<file path="src/rtl/alarm_sched.sv">
// ---------------------------------------------------------------------------
// alarm_sched
//
// Round-robin scheduler that shares one load port among N requesters and
// runs N one-shot down-count alarms on a common time base.
//
// Each cycle, the first eligible requester at or after the rotating pointer
// is granted. It is searched upward from the pointer and wraps from N-1 to 0.
// On the grant edge its length is sampled into the channel counter.
// Armed channels count down on `tick` and pulse `fire` for one cycle on
// expiry. A channel's `cancel` drops its armed alarm and masks its request.
// On one channel in one edge, the priority order is cancel, then load, then
// tick.
//
// Ports:
//   clock   in   1     system clock, rising edge
//   reset   in   1     asynchronous, active-high reset
//   tick    in   1     time-base enable, one clock wide per time unit
//   req     in   N     per-channel load request, held until granted
//   value   in   N*W   packed alarm lengths, channel i at [i*W +: W]
//   cancel  in   N     per-channel abort of a running or requested alarm
//   grant   out  N     one-hot load acknowledge (combinational)
//   busy    out  N     channel armed and counting
//   fire    out  N     registered one-cycle expiry pulse
// ---------------------------------------------------------------------------
module alarm_sched #(
    parameter int N = 4,
    parameter int W = 8
) (
    input  logic           clock,
    input  logic           reset,
    input  logic           tick,
    input  logic [N-1:0]   req,
    input  logic [N*W-1:0] value,
    input  logic [N-1:0]   cancel,
    output logic [N-1:0]   grant,
    output logic [N-1:0]   busy,
    output logic [N-1:0]   fire
);

    localparam int PW = (N > 1) ? $clog2(N) : 1;
    typedef logic [PW-1:0] idx_t;

    idx_t         ptr;       // highest-priority channel this cycle
    idx_t         gidx;      // index of the granted channel
    idx_t         cand;      // search cursor
    logic         found;
    logic [N-1:0] eligible;
    logic [W-1:0] cnt [N];   // remaining ticks per channel

    // Step to the next channel. The step wraps at N-1, so a non-power-of-two
    // N works too.
    function automatic idx_t wrap_inc(input idx_t i);
        return (i == idx_t'(N - 1)) ? '0 : idx_t'(i + 1'b1);
    endfunction

    // Reset masks the eligible set so that grant is low while reset is held.
    assign eligible = req & ~cancel & ~{N{reset}};

    // Rotating priority search. It starts at ptr and takes the first
    // eligible channel.
    always_comb begin
        // NOTE: every variable gets a default before the loop, so no path leaves one unassigned (no latches).
        grant = '0;
        gidx  = '0;
        found = 1'b0;
        cand  = ptr;
        for (int k = 0; k < N; k++) begin
            if (!found && eligible[cand]) begin
                grant[cand] = 1'b1;
                gidx        = cand;
                found       = 1'b1;
            end
            cand = wrap_inc(cand);
        end
    end

    // Pointer and alarm bank.
    always_ff @(posedge clock or posedge reset) begin
        if (reset) begin
            ptr  <= '0;
            busy <= '0;
            fire <= '0;
            // NOTE: the counter bank is only N registers. Clearing it keeps the state after reset fully defined.
            for (int i = 0; i < N; i++) begin
                cnt[i] <= '0;
            end
        end else begin
            // NOTE: state is updated with non-blocking assignments, so every channel sees the pre-edge values.
            if (found) begin
                ptr <= wrap_inc(gidx);
            end
            for (int i = 0; i < N; i++) begin
                // fire is a pulse. It drops on any edge that does not set it.
                fire[i] <= 1'b0;
                if (cancel[i]) begin
                    // Cancel wins. The alarm is dropped and no fire is produced.
                    busy[i] <= 1'b0;
                end else if (grant[i]) begin
                    // A load re-arms the channel. A zero length expires at once.
                    // A tick on this same edge is ignored.
                    cnt[i]  <= value[i*W +: W];
                    busy[i] <= (value[i*W +: W] != '0);
                    fire[i] <= (value[i*W +: W] == '0);
                end else if (tick && busy[i]) begin
                    if (cnt[i] == W'(1)) begin
                        cnt[i]  <= '0;
                        busy[i] <= 1'b0;
                        fire[i] <= 1'b1;
                    end else if (cnt[i] > W'(1)) begin
                        cnt[i] <= cnt[i] - 1'b1;
                    end
                end
            end
        end
    end

endmodule

</file>
<file path="config.mk">
export PLATFORM = sky130hd
export DESIGN_NAME = alarm_sched
export DESIGN_NICKNAME = d
export VERILOG_FILES = /design/src/rtl/alarm_sched.sv
export SDC_FILE = /design/constraint.sdc
export NUM_CORES = 1
export LEC_CHECK = 0
export CAP_MARGIN = 20
export CORE_MARGIN = 3
export CORE_UTILIZATION = 35
export DETAILED_ROUTE_END_ITERATION = 6
export HOLD_SLACK_MARGIN = 0.08
export SKIP_CTS_REPAIR_TIMING = 1
export SYNTH_ARGS = -nofsm -noshare
export SYNTH_HDL_FRONTEND = slang
export SYNTH_SLANG_ARGS = --single-unit
</file>
<file path="constraint.sdc">
create_clock -name clock -period 4.75 [get_ports clock]
set_input_delay 1.425 -clock clock [delete_from_list [all_inputs] [get_ports clock]]
set_output_delay 1.425 -clock clock [all_outputs]
set_load 0.01 [all_outputs]
</file>
==> results.ini <==
[sta]
setup-tns-final_ns = 0
period_share_pct = 97.4
fin_crit_ns = 4.63
max_freq_ghz = 0.216
hold_viol = 0
finClkSkew_ns = 0.0143
timing.slew.headroom_pct = 33.8
hold_slack_ns = 0.522
setup_viol = 0
rsz0062_at_grt = false
tightest_slew_ns = 0.986
slew_violations = 0

[logic_synthesis]
synth_flop_cell = dfrtp_1
synth_seq_cells = 42
async_flop_share_pct = 100
synth_edf_count = 0
synth.avg_cell_area_um2 = 8.77
syn_inst = 403
synth_nets = 460
yosysWarningCount = 0
synth_cell_types = 67
ys_seq_area_share_pct = 29.7
syn_area_um2 = 3530

[pwr]
power_density_nw_per_um2 = 492
p_total_w = 0.00223
cellLeakagePower_nw = 2.09
peakVddDrop_uv = 262

[job]
cap_violations = 0

[global_route]
grt_pass1_vias = 3327
overflow = 0
grt_max_degree = 43
grtUsageTotal_pct = 16.5
grt_pass1_wl_um = 15800
antenna_found_initial = 0

[clocking]
clock_tree.root_cell = clkbuf_8
cts.sinks = 42
htreeDepth = 2
path_clk_slew_ns = 0.09
cts_buffers = 5
tritoncts = built
cts_buffer_depth = 2
insertion_delay_ns = 0.29

[cells_and_area]
num-fill-cells = 960
mostFrequentLayoutCells = dfrtp_1 (42), clkdlybuf4s50_1 (41), mux2i_1 (37)
final_util_pct = 46.4
drive_gt1_share_pct = 13.4
antennaDiodeCount = 0
fin_cells = 612
multiInputGateArea_um2 = 2280
regArea_um2 = 1050
area_growth_pct = 28.3
fin_nets = 535
layout_commonest_cell = dfrtp_1

[status]
status = finished, final reports clean

[placed_design]
placed_cells = 601
port_buffers = 54
finalWeightedCongestion = 0.872
hpwl_um = 6900

[worst_setup_path]
arrival_ns = 3.20
startpoint_type = primary input
required_ns = 3.32
crit_fanout = 6
crit_type = primary input to output pin
cp-end-kind = output pin

[drt]
vias_per_cell = 5.41
routed_wl_um = 9170
firstDrtPassIters = 4
vias = 3312
routedWlPerCell_um = 15.0
first_iter_violations = 136
drt.antenna.violating_nets = 0
drcViolationCount = 0

[floorplanning]
pin_count = 55
rows = 36
dieArea_um2 = 11300
fp.dieW_um = 106
core_area_um2 = 9770
initial_core_util_pct = 36.1
chipHeight_um = 106

[hold_path]
min-delay-path-class = register to register

## cells in the mapped netlist, drive strengths merged (3+ instances only)
master | n | share of area, %
dfrtp | 42 | 30
mux2i | 37 | 10
inv | 35 | 3.7
nand2 | 32 | 3.4
nor2 | 25 | 3.3
a21oi | 18 | 2.5
nor3 | 16 | 2.3
o22ai | 15 | 2.7
ha | 14 | 5.0
or3 | 13 | 2.3
buf | 12 | 2.5
nor4 | 11 | 1.9
nand3 | 10 | 1.4
nor3b | 10 | 2.1
o21ai | 9 | 1.3
a221o | 8 | 2.3
nand2b | 7 | 1.5
nand4 | 7 | 1.2
clkbuf | 6 | 0.64
a211oi | 5 | 1.1
and3 | 5 | 0.89
or3b | 5 | 1.2
a221oi | 4 | 1.2
nor2b | 4 | 0.71
o41ai | 4 | 0.99
a21o | 3 | 0.64
a22oi | 3 | 1.2
o211ai | 3 | 0.64
o22a | 3 | 0.74
## metrics by stage
| step | cell area [um^2] | worst slack (ns) |
|---|---|---|
| finish | 4530 | 0.123 |
| CTS | 4430 | -0.672 |
| global route | 4530 | 0.0153 |
| global placement | 4350 | -0.570 |
| floorplan | 3530 | 0.0570 |
| detailed placement | 4350 | -0.661 |
## sequential cells by signal (all words and copies together), names as in the netlist
register	cells
cnt	32
ptr	2
busy	4
fire	4
## kinds of logic after synthesis
kind of cell,synth area share [%]
mux,11.8
compound gates,20.5
flops,29.7
fa+ha+maj,4.96
buf+inv,6.87
simple gates,26.2
## area by class of cell
| cell class | instances | share of cell area (%) |
|---|---|---|
| clock buffers | 6 | 1.60 |
| clock inverters | 2 | 0.304 |
| inverters | 35 | 2.90 |
| multi-input cells | 308 | 50.3 |
| flip-flops and latches | 42 | 23.2 |
| well taps | 133 | 3.67 |
| repair buffers | 86 | 18.0 |
## critical path: stages
cell and delay, ns:
dlymetal6s2s_1 0.16, nand2b_4 0.16, mux4_2 0.55, nor2_4 0.19, buf_4 0.14, a221oi_1 0.04
buf_4 0.16, a2bb2oi_4 0.16, inv_1 0.06, dlymetal6s2s_1 0.15
## path summary, 6_finish.rpt
check | cells after the start | slack [ns] | startpoint | endpoint
max reg2reg | 12 | 1.32 | ptr[1] | cnt[6]
max in group asynchronous | 4 | 2.83 | reset | busy[0]
min | 2 | 0.52 | cnt[7] | cnt[7]
min in group asynchronous | 4 | 1.55 | reset | cnt[29]
min reg2reg | 2 | 0.52 | cnt[7] | cnt[7]
max | 10 | 0.12 | cancel[0] | grant[3]
## layer usage
| metal | vias to the layer above | GRT usage, % | routed length (um) |
|---|---|---|---|
| met5 | - | 0 | 0 |
| met4 | 0 | 3.47 | 101 |
| met3 | 6 | 3.28 | 354 |
| met2 | 70 | 29.2 | 4520 |
| met1 | 1575 | 20.8 | 4200 |
| li1 | 1661 | - | - |
## power breakdown
group	internal, W	leakage (nW)	switching, W	total (W)
sequential	0.000493	0.496	0.000138	0.000631
clock	0.000104	0.0452	0.000127	0.000231
combinational	0.000650	1.55	0.000719	0.00137
No activity file was read; power rests on OpenSTA's default activity.
